<file path="config.mk">
export PLATFORM = sky130hd
export DESIGN_NAME = alarm_multicanal_flat
export DESIGN_NICKNAME = d
export VERILOG_FILES = /design/src/rtl/alarm_pkg.sv /design/src/rtl/alarm_multicanal_if.sv /design/src/rtl/alarm_canal.sv /design/src/rtl/alarm_multicanal.sv /design/src/flat_wrapper.sv
export SDC_FILE = /design/constraint.sdc
export NUM_CORES = 1
export LEC_CHECK = 0
export BUFFER_PORTS_ARGS = -buffer_cell sky130_fd_sc_hd__buf_2
export CAP_MARGIN = 30
export CORE_ASPECT_RATIO = 0.6
export CORE_MARGIN = 2
export CORE_UTILIZATION = 61
export DETAILED_ROUTE_END_ITERATION = 10
export PLACE_DENSITY = 0.81
export SYNTH_ARGS = -nofsm -noshare
export SYNTH_HDL_FRONTEND = slang
export SYNTH_SLANG_ARGS = --single-unit
export TNS_END_PERCENT = 20
</file>
<file path="constraint.sdc">
create_clock -name clk -period 5.25 [get_ports clk]
set_clock_uncertainty 0.2 [all_clocks]
set_input_delay 0.2625 -clock clk [delete_from_list [all_inputs] [get_ports clk]]
set_output_delay 0.2625 -clock clk [all_outputs]
set_load 0.02 [all_outputs]
</file>
<file path="src/rtl/alarm_pkg.sv">
// Shared types and helpers for the multi-channel alarm engine.
package alarm_pkg;

  typedef enum logic [1:0] {
    DISARMED = 2'd0,
    ARMED    = 2'd1,
    RINGING  = 2'd2,
    SNOOZED  = 2'd3
  } alarm_state_e;

  localparam logic [7:0] HOR_MAX = 8'h23;
  localparam logic [7:0] MIN_MAX = 8'h59;

  // Both nibbles must be decimal digits and the value must not exceed lim.
  function automatic logic bcd_valid(input logic [7:0] v, input logic [7:0] lim);
    return (v[7:4] <= 4'd9) && (v[3:0] <= 4'd9) && (v <= lim);
  endfunction

endpackage

</file>
<file path="src/rtl/alarm_multicanal_if.sv">
// Bus bundle between the PicoBlaze/RTC side (master) and the alarm engine (slave).
interface alarm_multicanal_if #(
  parameter int unsigned N_CH = 4
);
  logic            tick_1hz;
  logic [7:0]      seg_bcd;
  logic [7:0]      min_bcd;
  logic [7:0]      hor_bcd;
  logic            wr_en;
  logic [2:0]      wr_ch;
  logic [7:0]      wr_hor;
  logic [7:0]      wr_min;
  logic            wr_arm;
  logic            ack;
  logic            snooze;
  logic            wr_err;
  logic [N_CH-1:0] armed_vec;
  logic [N_CH-1:0] ring_vec;
  logic [2:0]      ring_ch;
  logic            alarm_active;
  logic            alarm_blink;

  modport master (
    output tick_1hz, seg_bcd, min_bcd, hor_bcd, wr_en, wr_ch, wr_hor, wr_min, wr_arm, ack, snooze,
    input  wr_err, armed_vec, ring_vec, ring_ch, alarm_active, alarm_blink
  );

  modport slave (
    input  tick_1hz, seg_bcd, min_bcd, hor_bcd, wr_en, wr_ch, wr_hor, wr_min, wr_arm, ack, snooze,
    output wr_err, armed_vec, ring_vec, ring_ch, alarm_active, alarm_blink
  );
endinterface

</file>
<file path="src/rtl/alarm_canal.sv">
// One alarm channel: set-point registers, ring/snooze counters and the channel FSM.
module alarm_canal
  import alarm_pkg::*;
#(
  parameter int unsigned RING_SECS  = 60,
  parameter int unsigned SNOOZE_MIN = 5
) (
  input  logic       clk,
  input  logic       reset,
  input  logic       tick_1hz,
  input  logic [7:0] seg_bcd,
  input  logic [7:0] min_bcd,
  input  logic [7:0] hor_bcd,
  input  logic       wr_sel,
  input  logic [7:0] wr_hor,
  input  logic [7:0] wr_min,
  input  logic       wr_arm,
  input  logic       ack,
  input  logic       snooze,
  output logic       ring_nxt,
  output logic       armed_nxt
);

  localparam int unsigned RING_TC = RING_SECS - 1;
  localparam int unsigned SNZ_TC  = SNOOZE_MIN * 60 - 1;
  localparam int unsigned RING_W  = $clog2(RING_TC) + 1;
  localparam int unsigned SNZ_W   = $clog2(SNZ_TC) + 1;

  alarm_state_e      state_q, state_d;
  logic [7:0]        set_hor_q, set_hor_d, set_min_q, set_min_d;
  logic [RING_W-1:0] ring_cnt_q, ring_cnt_d;
  logic [SNZ_W-1:0]  snz_cnt_q, snz_cnt_d;
  logic              match;

  // Qualified by seg==00 and a tick, so a match fires at most once per minute.
  assign match = tick_1hz && (seg_bcd == 8'h00) && (hor_bcd == set_hor_q) &&
                 (min_bcd == set_min_q);

  always_comb begin
    state_d    = state_q;
    set_hor_d  = set_hor_q;
    set_min_d  = set_min_q;
    ring_cnt_d = ring_cnt_q;
    snz_cnt_d  = snz_cnt_q;
    if (wr_sel) begin
      set_hor_d  = wr_hor;
      set_min_d  = wr_min;
      state_d    = wr_arm ? ARMED : DISARMED;
      ring_cnt_d = '0;
      snz_cnt_d  = '0;
    end else begin
      unique case (state_q)
        DISARMED: ;
        ARMED: begin
          if (match) begin
            state_d    = RINGING;
            ring_cnt_d = '0;
          end
        end
        RINGING: begin
          if (ack) begin
            state_d = ARMED;
          end else if (snooze) begin
            state_d   = SNOOZED;
            snz_cnt_d = '0;
          end else if (tick_1hz) begin
            if (ring_cnt_q == RING_W'(RING_TC)) state_d = ARMED;
            else ring_cnt_d = ring_cnt_q + RING_W'(1);
          end
        end
        SNOOZED: begin
          if (ack) begin
            state_d = ARMED;
          end else if (tick_1hz) begin
            if (snz_cnt_q == SNZ_W'(SNZ_TC)) begin
              state_d    = RINGING;
              ring_cnt_d = '0;
            end else begin
              snz_cnt_d = snz_cnt_q + SNZ_W'(1);
            end
          end
        end
      endcase
    end
  end

  always_ff @(posedge clk or posedge reset) begin
    if (reset) begin
      state_q    <= DISARMED;
      set_hor_q  <= 8'h00;
      set_min_q  <= 8'h00;
      ring_cnt_q <= '0;
      snz_cnt_q  <= '0;
    end else begin
      state_q    <= state_d;
      set_hor_q  <= set_hor_d;
      set_min_q  <= set_min_d;
      ring_cnt_q <= ring_cnt_d;
      snz_cnt_q  <= snz_cnt_d;
    end
  end

  assign ring_nxt  = (state_d == RINGING);
  assign armed_nxt = (state_d != DISARMED);

endmodule

</file>
<file path="src/rtl/alarm_multicanal.sv">
// N-channel alarm engine: write decode, per-channel FSMs, ringing priority encode, indicator.
// Define ALARM_BLINK_EN to make alarm_blink toggle per tick instead of following alarm_active.
module alarm_multicanal
  import alarm_pkg::*;
#(
  parameter int unsigned N_CH       = 4,
  parameter int unsigned RING_SECS  = 60,
  parameter int unsigned SNOOZE_MIN = 5
) (
  input logic               clk,
  input logic               reset,
  alarm_multicanal_if.slave bus
);

  logic            wr_ok;
  logic [N_CH-1:0] wr_sel, ring_d, armed_d;
  logic [N_CH-1:0] ring_q, armed_q;
  logic [2:0]      ring_ch_d, ring_ch_q;
  logic            wr_err_q, active_q;

  assign wr_ok = bus.wr_en && bcd_valid(bus.wr_hor, HOR_MAX) && bcd_valid(bus.wr_min, MIN_MAX) &&
                 (32'(bus.wr_ch) < N_CH);

  for (genvar i = 0; i < N_CH; i++) begin : g_ch
    assign wr_sel[i] = wr_ok && (bus.wr_ch == 3'(i));

    alarm_canal #(
      .RING_SECS (RING_SECS),
      .SNOOZE_MIN(SNOOZE_MIN)
    ) u_canal (
      .clk      (clk),
      .reset    (reset),
      .tick_1hz (bus.tick_1hz),
      .seg_bcd  (bus.seg_bcd),
      .min_bcd  (bus.min_bcd),
      .hor_bcd  (bus.hor_bcd),
      .wr_sel   (wr_sel[i]),
      .wr_hor   (bus.wr_hor),
      .wr_min   (bus.wr_min),
      .wr_arm   (bus.wr_arm),
      .ack      (bus.ack),
      .snooze   (bus.snooze),
      .ring_nxt (ring_d[i]),
      .armed_nxt(armed_d[i])
    );
  end

  // Lowest ringing index wins; scan downwards so the last hit is the lowest.
  always_comb begin
    ring_ch_d = '0;
    for (int i = N_CH - 1; i >= 0; i--) begin
      if (ring_d[i]) ring_ch_d = 3'(i);
    end
  end

  always_ff @(posedge clk or posedge reset) begin
    if (reset) begin
      wr_err_q  <= 1'b0;
      ring_q    <= '0;
      armed_q   <= '0;
      ring_ch_q <= '0;
      active_q  <= 1'b0;
    end else begin
      wr_err_q  <= bus.wr_en && !wr_ok;
      ring_q    <= ring_d;
      armed_q   <= armed_d;
      ring_ch_q <= ring_ch_d;
      active_q  <= |ring_d;
    end
  end

  assign bus.wr_err       = wr_err_q;
  assign bus.ring_vec     = ring_q;
  assign bus.armed_vec    = armed_q;
  assign bus.ring_ch      = ring_ch_q;
  assign bus.alarm_active = active_q;

`ifdef ALARM_BLINK_EN
  logic blink_q;

  // Starts high on entry, toggles per tick, cleared the cycle ringing stops.
  always_ff @(posedge clk or posedge reset) begin
    if (reset) begin
      blink_q <= 1'b0;
    end else if (!(|ring_d)) begin
      blink_q <= 1'b0;
    end else if (!active_q) begin
      blink_q <= 1'b1;
    end else if (bus.tick_1hz) begin
      blink_q <= ~blink_q;
    end
  end

  assign bus.alarm_blink = blink_q;
`else
  assign bus.alarm_blink = active_q;
`endif

endmodule

</file>
<file path="src/flat_wrapper.sv">
// flat-port wrapper written by rule: the top's interface ports become plain ports
module alarm_multicanal_flat import alarm_pkg::*;
#(
  parameter int unsigned N_CH       = 4,
  parameter int unsigned RING_SECS  = 60,
  parameter int unsigned SNOOZE_MIN = 5
)
  (clk, reset, bus_tick_1hz, bus_seg_bcd, bus_min_bcd, bus_hor_bcd, bus_wr_en, bus_wr_ch, bus_wr_hor, bus_wr_min, bus_wr_arm, bus_ack, bus_snooze, bus_wr_err, bus_armed_vec, bus_ring_vec, bus_ring_ch, bus_alarm_active, bus_alarm_blink);
  alarm_multicanal_if #(.N_CH(N_CH)) bus_i ();
  input logic clk;
  input logic reset;
  input wire logic [$bits(bus_i.tick_1hz)-1:0] bus_tick_1hz;
  input wire logic [$bits(bus_i.seg_bcd)-1:0] bus_seg_bcd;
  input wire logic [$bits(bus_i.min_bcd)-1:0] bus_min_bcd;
  input wire logic [$bits(bus_i.hor_bcd)-1:0] bus_hor_bcd;
  input wire logic [$bits(bus_i.wr_en)-1:0] bus_wr_en;
  input wire logic [$bits(bus_i.wr_ch)-1:0] bus_wr_ch;
  input wire logic [$bits(bus_i.wr_hor)-1:0] bus_wr_hor;
  input wire logic [$bits(bus_i.wr_min)-1:0] bus_wr_min;
  input wire logic [$bits(bus_i.wr_arm)-1:0] bus_wr_arm;
  input wire logic [$bits(bus_i.ack)-1:0] bus_ack;
  input wire logic [$bits(bus_i.snooze)-1:0] bus_snooze;
  output wire logic [$bits(bus_i.wr_err)-1:0] bus_wr_err;
  output wire logic [$bits(bus_i.armed_vec)-1:0] bus_armed_vec;
  output wire logic [$bits(bus_i.ring_vec)-1:0] bus_ring_vec;
  output wire logic [$bits(bus_i.ring_ch)-1:0] bus_ring_ch;
  output wire logic [$bits(bus_i.alarm_active)-1:0] bus_alarm_active;
  output wire logic [$bits(bus_i.alarm_blink)-1:0] bus_alarm_blink;
  assign bus_i.tick_1hz = bus_tick_1hz;
  assign bus_i.seg_bcd = bus_seg_bcd;
  assign bus_i.min_bcd = bus_min_bcd;
  assign bus_i.hor_bcd = bus_hor_bcd;
  assign bus_i.wr_en = bus_wr_en;
  assign bus_i.wr_ch = bus_wr_ch;
  assign bus_i.wr_hor = bus_wr_hor;
  assign bus_i.wr_min = bus_wr_min;
  assign bus_i.wr_arm = bus_wr_arm;
  assign bus_i.ack = bus_ack;
  assign bus_i.snooze = bus_snooze;
  assign bus_wr_err = bus_i.wr_err;
  assign bus_armed_vec = bus_i.armed_vec;
  assign bus_ring_vec = bus_i.ring_vec;
  assign bus_ring_ch = bus_i.ring_ch;
  assign bus_alarm_active = bus_i.alarm_active;
  assign bus_alarm_blink = bus_i.alarm_blink;
  alarm_multicanal #(.N_CH(N_CH), .RING_SECS(RING_SECS), .SNOOZE_MIN(SNOOZE_MIN)) u_core (.clk(clk), .reset(reset), .bus(bus_i));
endmodule
</file>
== Word-level counts from Yosys, hierarchy flattened ==
Cells that the tools add are included.

* Register bits after elaboration: 152
* Bits of input ports: 50

* $add $sub $neg: 8
* Order comparisons: 7
* Equal/unequal tests: 75
* Muxes and demuxes: 107
* Reduce and logical (&&, ||, !) cells: 45

{| class="wikitable"
|+ Operators with widths
! kind !! number
|-
| $mux W7 || 36
|-
| $mux W10 || 18
|-
| $ne A3 B3 Y1 const B || 40
|-
| $pmux W7 S3 || 4
|-
| $mux W2 || 40
|-
| $pmux W10 S2 || 4
|-
| $eq A8 B8 Y1 || 8
|-
| $add A10 B1 Y10 const B || 4
|-
| $eq A10 B9 Y1 const B || 4
|-
| $reduce_and A9 Y1 || 4
|-
| $add A7 B1 Y7 const B || 4
|-
| $eq A7 B6 Y1 const B || 4
|-
| $eq A2 B2 Y1 const B || 12
|-
| $pmux W2 S3 || 4
|-
| $reduce_and A6 Y1 || 4
|-
| $logic_and A1 B1 Y1 || 21
|-
| $le A4 B4 Y1 const B || 4
|-
| $reduce_bool A4 Y1 || 4
|-
| $reduce_bool A3 Y1 || 4
|-
| $eq A2 B1 Y1 const B || 4
|-
| $le A8 B6 Y1 const B || 1
|-
| $le A8 B7 Y1 const B || 1
|-
| $logic_not A8 Y1 || 1
|-
| $reduce_bool A2 Y1 || 4
|-
| 7 further kinds || 8
|}

== Longest topological paths before layout ==
* Depth after elaboration: 13
* Depth in mapped cells: 11
* Depth with buffers taken out: 10

== Cells and area by module ==
Synthesis repeated with hierarchy kept, for this count alone.

* Cell total of the unflattened synthesis: 875
* Area total of the unflattened synthesis: 9014.9 um^2

{| class="wikitable"
|+ Modules (own cells, without submodules)
! module !! times used !! cells each !! area each (um^2)
|-
| alarm_canal || 4 || 210 || 2144.6
|-
| alarm_multicanal || 1 || 35 || 436.7
|}

== Worst setup path after synthesis ==
No wires, ideal clock.

* Kind: reg-to-reg
* From: register u_core.g_ch[1].u_canal.state_q[0]
* To: register u_core.g_ch[1].u_canal.snz_cnt_q[6]
* Setup time: 0.095 ns
* Arrival: 2.186 ns
* Required time: 4.955 ns
* Slack: 2.769 ns
* Cell stages (with the launch flop): 11
* Buffers on the path: 3
* Cells stage by stage: dfrtp_1 -> inv_1 -> ha_1 -> clkbuf_1 -> mux2i_1 -> a211o_1 -> and2_1 -> buf_2 -> or2_2 -> clkbuf_1 -> o31ai_1

* Word-level cells in the longest chain between the ends: 3
* Elaborated cells between the ends (all ways): 11
* Classes of those cells: 7 x eq/ne; 2 x mux; 2 x reduce/logical

{| class="wikitable"
|+ RTL lines
! item !! RTL line !! source
|-
| from (decl) || alarm_canal.sv:29 || <nowiki>alarm_state_e state_q, state_d;</nowiki>
|-
| from (signal assigned) || alarm_canal.sv:95 || <nowiki>state_q <= state_d;</nowiki>
|-
| $eq A2 B2 Y1 || alarm_canal.sv:52 || <nowiki>unique case (state_q)</nowiki>
|-
| $ne A3 B3 Y1 (no line) (tied with other cells) || -- ||
|-
| $reduce_and A6 Y1 (no line) / $mux W10 (equally long branches) || -- ||
|-
| to (signal assigned) || alarm_canal.sv:99 || <nowiki>snz_cnt_q <= snz_cnt_d;</nowiki>
|-
| to (decl) || alarm_canal.sv:32 || <nowiki>logic [SNZ_W-1:0] snz_cnt_q, snz_cnt_d;</nowiki>
|}

Several ways; a longest one is shown, not always the timed one.
A chain may end at the register's enable or synchronous reset.

== Final worst setup path ==
* From: input port bus_wr_hor[1]
* To: register u_core.g_ch[0].u_canal.snz_cnt_q[4]

* Word-level cells in the longest chain between the ends: 9
* Elaborated cells between the ends (all ways): 16
* Classes of those cells: 2 x order compare; 5 x eq/ne; 1 x mux; 8 x reduce/logical

{| class="wikitable"
|+ RTL lines
! item !! RTL line !! source
|-
| from (decl) || flat_wrapper.sv:18 || <nowiki>input wire logic [$bits(bus_i.wr_hor)-1:0] bus_wr_hor;</nowiki>
|-
| branches (longest 2 deep; another with $le A8 B6 Y1) || -- ||
|-
| $logic_and A1 B1 Y1 * || alarm_pkg.sv:16 || <nowiki>return (v[7:4] <= 4'd9) && (v[3:0] <= 4'd9) && (v <= lim);</nowiki>
|-
| $logic_and A1 B1 Y1 * (3 in series) || alarm_multicanal.sv:21 || <nowiki>assign wr_ok = bus.wr_en && bcd_valid(bus.wr_hor, HOR_MAX) && bcd_valid(bus.wr_min, MIN_MAX) &&</nowiki>
|-
| $logic_and A1 B1 Y1 * || alarm_multicanal.sv:25 || <nowiki>assign wr_sel[i] = wr_ok && (bus.wr_ch == 3'(i));</nowiki>
|-
| $ne A3 B3 Y1 (no line) / $reduce_bool A3 Y1 (equally long branches) || -- ||
|-
| $reduce_and A6 Y1 (no line) || -- ||
|-
| to (signal assigned) || alarm_canal.sv:99 ||
|-
| to (decl) || alarm_canal.sv:32 ||
|}

Mark *: on every way between the ends.

==> flow_summary.json <==
{
  "pwr-share-clk": 0.460,
  "hold_violations": 0,
  "pin_count": 64,
  "routedWlPerCell_um": 17.7,
  "syn_to_final_growth_pct": 14.7,
  "p_total_mw": 2.78,
  "pwr-share-seq": 0.447,
  "path_max_fanout": 15,
  "finalSetupViolCount": 0,
  "ir_drop_mv": 0.208,
  "grtUsageTotal": 0.309,
  "clock_sinks": 152,
  "utilization": 0.722,
  "hp-class": "input port to flip-flop",
  "dpl_worst_slack_ps": 2190,
  "finalWorstSetupSlack_ps": 1980,
  "setup_tns_ps": 0,
  "synth.distinct_cells": 74,
  "drt_pass1_iterations": 6,
  "status": "finished, final reports clean",
  "n_antenna_cell": 0,
  "grt_max_degree": 95,
  "internal-power_mw": 2.00,
  "cp.arrival_ps": 3380,
  "slew_violations": 0,
  "synthCells": 959,
  "grt_pass1_wl_um": 35900,
  "drive_gt1_frac": 0.142,
  "crit_type": "input port to flip-flop",
  "synth_seq_cells": 152,
  "cts_tree": "yes",
  "ys_async_sr_fraction": 1.00,
  "vias": 7412,
  "start_util": 0.629,
  "root_buffer": "clkbuf_16",
  "slew_headroom": 0.321,
  "drtIter0Drc": 694,
  "clock_latency_ps": 440,
  "power.net_switching_mw": 0.781,
  "avgSynthCellArea_um2": 8.99,
  "dp_hpwl_um": 14700,
  "gr-total-overflow": 0,
  "p_comb_frac": 0.092,
  "fmax_mhz": 306,
  "synth_edf_count": 0,
  "placementRows": 33,
  "dpl.cell_count": 1181,
  "powerDensity_mw_per_mm2": 281,
  "ys_warn_count": 0,
  "ys_seq_area_frac": 0.441,
  "postCtsResizedCells": 0,
  "fin_crit_ps": 3270,
  "stdcell_count": 1231,
  "rsz0062_at_grt": "false",
  "drt-total-wl_um": 21800,
  "drt.antenna.violating_nets": 0,
  "viasPerCell": 6.02,
  "gp_congestion": 0.943,
  "clock_path_buffers": 2,
  "clkTransAtPathRegs_ps": 70,
  "die-area_mm2": 0.0151,
  "port_buffers": 62,
  "synth.cell_area_mm2": 0.00862,
  "chipWidth_um": 157,
  "core_area_mm2": 0.0137,
  "antenna_found_initial": 0,
  "drcViolationCount": 0,
  "die_h_um": 96.1,
  "r2r_cells": 8,
  "ys.flop_type": "dfrtp_1",
  "worst_slew_pin_slew_ps": 1010,
  "cap_violations": 0,
  "cts_buffers": 17,
  "critPathCaptureType": "flip-flop",
  "cp_data_required_time_ps": 5360,
  "htree_levels": 4,
  "start_kind": "input port",
  "switching_share": 0.281,
  "fin_crit_sh": 0.623,
  "cts_setup_buffers": 0,
  "synthesis.nets": 1033,
  "finish.net_count": 1100,
  "worstHoldPathCells": 4,
  "p_leak_nw": 4.53,
  "first_global_vias": 6850
}
## power by group through the flow
stage	Sequential (mW)	Clock (mW)	Combinational [mW]
6_report	1.24	1.28	0.257
5_1_grt	1.25	1.33	0.283
3_3_place_gp	1.26	0	0.235
2_1_floorplan	1.26	0	0.152
4_1_cts	1.24	1.29	0.253
3_5_place_dp	1.26	0	0.240
## synthesized netlist by cell type, types with 5 or more instances
master | count | area (µm²)
a21oi_1 | 30 | 150
a31oi_1 | 5 | 31.3
and2_1 | 21 | 131
and3_1 | 19 | 119
buf_2 | 5 | 25.0
clkbuf_1 | 30 | 113
dfrtp_1 | 152 | 3800
ha_1 | 24 | 300
inv_1 | 28 | 105
mux2_2 | 14 | 158
mux2i_1 | 11 | 110
nand2_1 | 174 | 653
nand2b_1 | 11 | 68.8
nand3_1 | 40 | 200
nand4_1 | 19 | 119
nor2_1 | 58 | 218
nor2b_1 | 23 | 144
nor3_1 | 14 | 70.1
nor4_1 | 7 | 43.8
o21ai_0 | 74 | 370
o31ai_1 | 18 | 135
or2_2 | 10 | 62.6
or3_1 | 11 | 68.8
or4_1 | 6 | 45.0
xnor2_1 | 48 | 420
xor2_1 | 19 | 166
## sequential cells by signal (all words and copies together) (netlist names)
| name | cells |
|---|---|
| u_core.g_ch.u_canal.set_hor_q | 32 |
| u_core.bus.ring_ch | 2 |
| u_core.bus.armed_vec | 4 |
| u_core.bus.ring_vec | 4 |
| u_core.g_ch.u_canal.set_min_q | 32 |
| u_core.g_ch.u_canal.state_q | 8 |
| u_core.bus.alarm_active | 1 |
| u_core.g_ch.u_canal.ring_cnt_q | 28 |
| u_core.bus.wr_err | 1 |
| u_core.g_ch.u_canal.snz_cnt_q | 40 |
## what timing repair did
action	in CTS	in global routing
endpoints found under the hold margin	149	0
endpoints found under the setup margin	0	0
hold buffers	18	0
## logic make-up (layout without fill, tap and decap cells)
kind of cell | count (synthesis) | count (layout) | synth area share
simple gates | 443 | 443 | 0.258
mux | 25 | 25 | 0.0311
flops | 152 | 152 | 0.441
fa+ha+maj | 24 | 24 | 0.0348
compound gates | 180 | 180 | 0.135
other cells | 1 | 1 | 0.000435
buf+inv | 67 | 147 | 0.0312
xor+xnor | 67 | 67 | 0.0681
## metrics by stage
stage,hold slack (ps),instance area (µm²)
6_report,166,9890
5_1_grt,272,9890
4_1_cts,159,9890
3_5_place_dp,263,9080
3_3_place_gp,262,9080
2_1_floorplan,168,8620
## worst max-delay path, cell delays in order
cell	delay [ps]
dlygate4sd3_1	540
buf_2	180
o31ai_1	290
nand3_1	320
nor4_2	920
nand3b_1	510
nor2_1	90
o21ai_0	170
o41ai_1	90
## cell type report
cell class | count | area, µm²
multi-input combinational | 740 | 4570
tap | 192 | 240
fill | 1032 | 3820
clock buffer | 17 | 425
clock inverter | 15 | 200
inverter | 28 | 110
sequential | 152 | 3800
timing repair buffer | 87 | 543
## layout by cell type (no fill, tap or decap), types with 17 or more instances in the layout
master         synthesis  routed
xnor2_1               48      48
a21oi_1               30      30
and2_1                21      21
xor2_1                19      19
nor2b_1               23      23
o31ai_1               18      18
nand2_1              174     174
inv_1                 28      27
o21ai_0               74      74
dfrtp_1              152     152
and3_1                19      19
dlygate4sd3_1          0      18
nand4_1               19      19
nand3_1               40      40
clkbuf_16              0      17
ha_1                  24      24
buf_2                  5      62
nor2_1                58      58
## final timing paths
check / from / end / slack [ps]
max in group asynchronous: reset / u_core.bus.ring_ch[1] / 3170
hold / removal: bus_wr_hor[7] / u_core.bus.wr_err / 170
setup / recovery: bus_wr_hor[1] / u_core.g_ch[0].u_canal.snz_cnt_q[4] / 1980
min in group asynchronous: reset / u_core.g_ch[3].u_canal.set_min_q[6] / 320
setup reg to reg: u_core.g_ch[2].u_canal.state_q[0] / u_core.bus.ring_ch[1] / 2260
hold reg to reg: u_core.g_ch[2].u_canal.snz_cnt_q[9] / u_core.g_ch[2].u_canal.snz_cnt_q[9] / 280
## layer usage
metal,wire (µm),vias to the layer above,track usage,share of wire
met5,0,-,0,0
met4,486,0,0.0947,0.022
met3,1710,47,0.0603,0.078
met2,9320,302,0.466,0.43
met1,10300,3589,0.454,0.47
li1,-,3474,-,-
(Power assumes the default switching activity.)
